`src/rtl/bw_test_sequencer.sv`:
```
// Run controller for the AXI-stream bandwidth generator: launches bursts and times them.
// Optional watchdog enabled by defining BW_SEQ_TIMEOUT_EN.
module bw_test_sequencer #(
    parameter int          BEATS_W        = 32,
    parameter int          RUNS_W         = 16,
    parameter int          GAP_W          = 16,
    parameter logic [63:0] TIMEOUT_CYCLES = 64'd100_000_000
) (
    input  logic               clock,
    input  logic               resetn,
    input  logic               cfg_start,
    input  logic               cfg_abort,
    input  logic [RUNS_W-1:0]  cfg_runs,
    input  logic [BEATS_W-1:0] cfg_beats,
    input  logic [GAP_W-1:0]   cfg_gap,
    output logic               gen_start,
    output logic [BEATS_W-1:0] gen_beats,
    output logic               gen_abort,
    input  logic               gen_done,
    output logic               busy,
    output logic               seq_done,
    output logic               err_cfg,
    output logic               aborted,
    output logic               timed_out,
    output logic [RUNS_W-1:0]  run_count,
    output logic [63:0]        last_cycles,
    output logic [63:0]        min_cycles,
    output logic [63:0]        max_cycles,
    output logic [63:0]        sum_cycles
);

    typedef enum logic [1:0] {
        IDLE,
        LAUNCH,
        WAIT,
        GAP
    } state_t;

    state_t             state;
    logic [63:0]        cycle_cnt;
    logic [63:0]        start_ts;
    logic [RUNS_W-1:0]  runs_q;
    logic [GAP_W-1:0]   gap_q;
    logic [GAP_W-1:0]   gap_cnt;

    logic [63:0]        elapsed;
    logic [64:0]        sum_ext;
    logic [63:0]        sum_sat;
    logic [RUNS_W-1:0]  run_next;
    logic               cfg_ok;
    logic               abort_req;

    // Modulo-2^64 subtraction keeps durations correct across counter wrap.
    assign elapsed   = cycle_cnt - start_ts;
    assign sum_ext   = {1'b0, sum_cycles} + {1'b0, elapsed};
    assign sum_sat   = sum_ext[64] ? {64{1'b1}} : sum_ext[63:0];
    assign run_next  = run_count + RUNS_W'(1);
    assign cfg_ok    = (cfg_runs != '0) && (cfg_beats != '0);
    assign abort_req = cfg_abort && (state != IDLE);

`ifdef BW_SEQ_TIMEOUT_EN
    logic wd_hit;
    assign wd_hit = (elapsed >= TIMEOUT_CYCLES - 64'd1);
`else
    logic unused_timeout;
    assign unused_timeout = ^TIMEOUT_CYCLES;
    assign timed_out      = 1'b0;
`endif

    always_ff @(posedge clock) begin
        if (!resetn) begin
            cycle_cnt <= '0;
        end else begin
            cycle_cnt <= cycle_cnt + 64'd1;
        end
    end

    always_ff @(posedge clock) begin
        if (!resetn) begin
            state       <= IDLE;
            start_ts    <= '0;
            runs_q      <= '0;
            gap_q       <= '0;
            gap_cnt     <= '0;
            gen_start   <= 1'b0;
            gen_beats   <= '0;
            gen_abort   <= 1'b0;
            busy        <= 1'b0;
            seq_done    <= 1'b0;
            err_cfg     <= 1'b0;
            aborted     <= 1'b0;
`ifdef BW_SEQ_TIMEOUT_EN
            timed_out   <= 1'b0;
`endif
            run_count   <= '0;
            last_cycles <= '0;
            min_cycles  <= '1;
            max_cycles  <= '0;
            sum_cycles  <= '0;
        end else begin
            gen_start <= 1'b0;
            gen_abort <= 1'b0;
            seq_done  <= 1'b0;
            if (abort_req) begin
                // Abort beats a coincident gen_done; that run is dropped.
                gen_abort <= 1'b1;
                aborted   <= 1'b1;
                busy      <= 1'b0;
                state     <= IDLE;
            end else begin
                unique case (state)
                    IDLE: begin
                        if (cfg_start) begin
                            if (cfg_ok) begin
                                runs_q      <= cfg_runs;
                                gap_q       <= cfg_gap;
                                gen_beats   <= cfg_beats;
                                run_count   <= '0;
                                last_cycles <= '0;
                                min_cycles  <= '1;
                                max_cycles  <= '0;
                                sum_cycles  <= '0;
                                err_cfg     <= 1'b0;
                                aborted     <= 1'b0;
`ifdef BW_SEQ_TIMEOUT_EN
                                timed_out   <= 1'b0;
`endif
                                gen_start   <= 1'b1;
                                busy        <= 1'b1;
                                state       <= LAUNCH;
                            end else begin
                                err_cfg <= 1'b1;
                            end
                        end
                    end
                    LAUNCH: begin
                        start_ts <= cycle_cnt;
                        state    <= WAIT;
                    end
                    WAIT: begin
                        if (gen_done) begin
                            last_cycles <= elapsed;
                            sum_cycles  <= sum_sat;
                            run_count   <= run_next;
                            if (elapsed < min_cycles) begin
                                min_cycles <= elapsed;
                            end
                            if (elapsed > max_cycles) begin
                                max_cycles <= elapsed;
                            end
                            if (run_next == runs_q) begin
                                seq_done <= 1'b1;
                                busy     <= 1'b0;
                                state    <= IDLE;
                            end else begin
                                gap_cnt <= gap_q;
                                state   <= GAP;
                            end
`ifdef BW_SEQ_TIMEOUT_EN
                        end else if (wd_hit) begin
                            gen_abort <= 1'b1;
                            timed_out <= 1'b1;
                            busy      <= 1'b0;
                            state     <= IDLE;
`endif
                        end
                    end
                    GAP: begin
                        if (gap_cnt == '0) begin
                            gen_start <= 1'b1;
                            state     <= LAUNCH;
                        end else begin
                            gap_cnt <= gap_cnt - GAP_W'(1);
                        end
                    end
                    default: begin
                        busy  <= 1'b0;
                        state <= IDLE;
                    end
                endcase
            end
        end
    end

endmodule

```
`config.mk`:
```
export PLATFORM = sky130hd
export DESIGN_NAME = bw_test_sequencer
export DESIGN_NICKNAME = d
export VERILOG_FILES = /design/src/rtl/bw_test_sequencer.sv
export SDC_FILE = /design/constraint.sdc
export NUM_CORES = 1
export LEC_CHECK = 0
export BUFFER_PORTS_ARGS = -buffer_cell sky130_fd_sc_hd__buf_2
export CORE_MARGIN = 5
export CORE_UTILIZATION = 25
export DETAILED_ROUTE_END_ITERATION = 8
export GPL_ROUTABILITY_DRIVEN = 0
export GPL_TIMING_DRIVEN = 1
export PLACE_DENSITY = 0.49
export SLEW_MARGIN = 20
export SYNTH_ARGS = -nofsm -noshare
export SYNTH_HDL_FRONTEND = slang
export SYNTH_SLANG_ARGS = --single-unit
```
`constraint.sdc`:
```
create_clock -name clock -period 6.6 [get_ports clock]
set_input_delay 1.32 -clock clock [delete_from_list [all_inputs] [get_ports clock]]
set_output_delay 1.32 -clock clock [all_outputs]
set_load 0.1 [all_outputs]
```
==> key figures <==
Run status
  – Outcome: finished clean

Logic synthesis
  – Cell Area, Synth: a little under 30,000 µm²
  – Mapped Avg Cell Area: between 7 and 8 µm²
  – Mapped Cells: around 3,700
  – Synth Net Count: a little over 4,000
  – Async SR Flop Fraction: 0%
  – Unique masters post-synth: between 80 and 90
  – EDFF count, synth: 0
  – Sequential element share of the synthesized area: between 30% and 40%
  – Count leader, synth: nand2_1
  – Top cell type's share of synthesized area: 33.3%
  – Largest area contributor in the netlist: dfxtp_1
  – Most frequently used flop master after synthesis: dfxtp_1
  – Synthesized flop and latch total: ~500
  – Area contributors post-synth: dfxtp_1 (33%), ha_1 (11%), nand2_1 (7.1%)
  – Synth warn: 0
  – Most instantiated cells after synthesis: nand2_1 (554), dfxtp_1 (488), a21oi_1 (344), nor2_1 (283), ha_1 (261)

Clock tree
  – Hold buffers post-CTS: 0
  – Clock edge transition at the registers on the reported setup and hold paths: ~0.060 ns
  – Setup bufs post-CTS: 0
  – Clock Sinks: approximately 500
  – Inserted Clock Buffers: 67
  – Max clock buf depth: 3
  – Root Driver: clkbuf_16
  – Post-CTS Resized: 0
  – CTS tree: done
  – Clk_lat worst skew: approximately 0.65 ns
  – H-tree levels: 3

Global routing
  – First-pass GRT wire length: 166 mm
  – Pin count of the biggest net entering global routing: 81
  – Number of global-route vias before repair: between 20,000 and 30,000
  – Overall Global Routing Usage: between 10% and 20%
  – Initial antenna violation count: 3
  – Gr ovfl total: 0

Detailed routing
  – Total number of vias: 27,800
  – Wire per inst: about 19 µm
  – Number of remaining DRC errors: 0
  – Remaining antenna violation count after routing: 0
  – First-pass DRT Iterations: 5
  – DRT iter0 DRCs: roughly 2,100
  – Total routed wirelength: around 110 mm
  – Vias/cell: ~4.9

Floorplanning
  – Cell row count: roughly 130
  – Initial core utilization: approximately 25%
  – Die area: roughly 120,000 µm²
  – Die W: 352 µm
  – Die Y: 352 µm
  – Core region area: ~120,000 µm²
  – # IOs: 380

STA
  – Min Tclk post-route: 6.20 ns
  – Rel. slew slack: a little over a quarter
  – Setup TNS Final: 0 ns
  – RSZ-0062 raised after global routing: false
  – Max-slew violations: 0
  – Final Setup Violations: 0
  – Least-Margin Pin Slew: ~1.1 ns
  – Fin. Hold Viols: 0
  – Final period util: 93.9%
  – Max Clk Rate: 161 MHz
  – Min Hold Slack: roughly 0.44 ns
  – Layout Skew: between 0.04 and 0.05 ns

Setup path
  – Internal reg-to-reg setup slack: about 0.40 ns
  – Critical path class: register to register
  – Reg2reg path depth: 19
  – Worst r2r src: cycle_cnt[3]$_SDFF_PN0_
  – Worst reg2reg path endpoint: sum_cycles[57]$_SDFFE_PN0P_
  – Worst Path Arrival: between 6 and 7 ns
  – Critical Path Source: cycle_cnt[3]$_SDFF_PN0_
  – CP Launch Type: register
  – Data required, critical path: just over 7 ns
  – Crit Path Max Fanout: 9
  – Worst setup EP type: register

Min path
  – Min-delay src: last_cycles[24]$_SDFFE_PN0P_
  – Worst Hold Path Cells: 2
  – Hold path endpoint: last_cycles[24]$_SDFFE_PN0P_
  – Worst Hold Class: register to register

Placement
  – Post-DP HPWL: 84.1 mm
  – Port Buffers: about 380
  – Placed cells: about 5,500

Run
  – Max-Cap Viols: 0

Finish
  – Core Util, Final: 30.6%
  – P&R area growth vs syn: 21.5%
  – Share of layout cells above drive strength 1: 15.3%
  – Number of diodes: 0
  – Non-Filler Instances: between 5,000 and 6,000
  – Layout Nets: between 4,000 and 5,000

Power and ir drop
  – Power Density: between 200 and 300 nW/µm²
  – Worst VDD drop: between 0.15 and 0.2 mV
  – Pleak: between 15 and 20 nW
  – Final total power: between 0.008 and 0.009 W
[power by group]
part	internal, W	switching (W)
clock	0.00208	0.00147
combinational	0.000751	0.00159
sequential	0.00301	0.0000471
[stage by stage]
stage	cell area, µm²	setup WS [ns]
after floorplan	29300	1.11
after global placement	33400	0.155
after detailed placement	33400	0.141
after CTS	35600	0.0898
after global routing	35600	0.0505
final	35600	0.405
[how the worst max path moves through the flow]
stage          cells past startpoint                           to
3_3_place_gp                      18  max_cycles[60]$_SDFFE_PN0P_
5_1_grt                           25  max_cycles[10]$_SDFFE_PN0P_
2_1_floorplan                     25  sum_cycles[59]$_SDFFE_PN0P_
6_report                          19  sum_cycles[57]$_SDFFE_PN0P_
4_1_cts                           25  max_cycles[51]$_SDFFE_PN0P_
3_5_place_dp                      25  max_cycles[57]$_SDFFE_PN0P_
[metal layers]
| metal | vias up | wire length [µm] | track usage (%) |
|---|---|---|---|
| met5 | - | 0 | 0 |
| met4 | 0 | 3700 | 5.38 |
| met3 | 146 | 6680 | 3.58 |
| met2 | 762 | 48500 | 27.1 |
| met1 | 13100 | 50500 | 22.8 |
| li1 | 13900 | - | - |
[worst max-delay path, stage by stage (launching register included)]
cell and delay (ns):
dfxtp_1 0.48, ha_1 0.34, a21o_1 0.19, a21oi_1 0.23, a21boi_0 0.13, buf_4 0.17, o2111ai_1 0.39, a21oi_1 0.21
nor2b_1 0.39, nor3_1 0.11, or3b_1 0.52, ha_1 0.52, nand2_1 0.21, nor3_1 0.44, o211ai_1 0.31, a31oi_1 0.46
a31oi_1 0.21, o21ai_1 0.31, xor2_1 0.11, a221o_1 0.33
[sequential cells by signal (all words and copies together), names as in the netlist]
signal and flops:
aborted 1, busy 1, cycle_cnt 64, err_cfg 1, gap_cnt 16, gap_q 16, gen_abort 1, gen_beats 32
gen_start 1, last_cycles 64, max_cycles 64, min_cycles 64, run_count 16, runs_q 16, seq_done 1, start_ts 64
state 2, sum_cycles 64
[cells by family (layout without fill, tap and decap cells)]
| logic type | count (synthesis) | count (layout) | synth area share (%) |
|---|---|---|---|
| AND/OR/NAND/NOR | 1264 | 1264 | 19.5 |
| AO/OA/AOI/OAI | 985 | 985 | 21.3 |
| flip-flops | 488 | 488 | 33.3 |
| buffers and inverters | 433 | 854 | 5.63 |
| adder cells (fa/ha/maj) | 263 | 263 | 11.3 |
| XOR/XNOR | 187 | 187 | 5.59 |
| multiplexers | 98 | 98 | 3.35 |
| other | 1 | 1 | 0.0128 |
[area by class of cell]
cell class	count	area (µm²)
inverter	249	942
clock buffer	97	1920
sequential	488	9770
tap	1524	1910
timing repair buffer	488	2830
multi-input combinational	2798	18000
clock inverter	20	218
fill	12600	80700
[placed cells by master (no fill, tap or decap), types with 37 or more instances in the layout]
cell type	netlist	final
nand2_1	554	552
dfxtp_1	488	488
buf_2	16	377
a21oi_1	344	344
nor2_1	283	279
ha_1	261	260
inv_1	247	247
o21ai_0	154	154
buf_4	1	103
xnor2_1	99	98
mux2i_1	98	98
a21o_1	87	87
xor2_1	88	87
nand3_1	81	81
clkbuf_16	0	68
nand4_1	67	67
nor3_1	64	63
o22ai_1	58	57
and2_1	42	41
and3_1	37	37
Note: power is estimated with default switching activity, not from simulation.
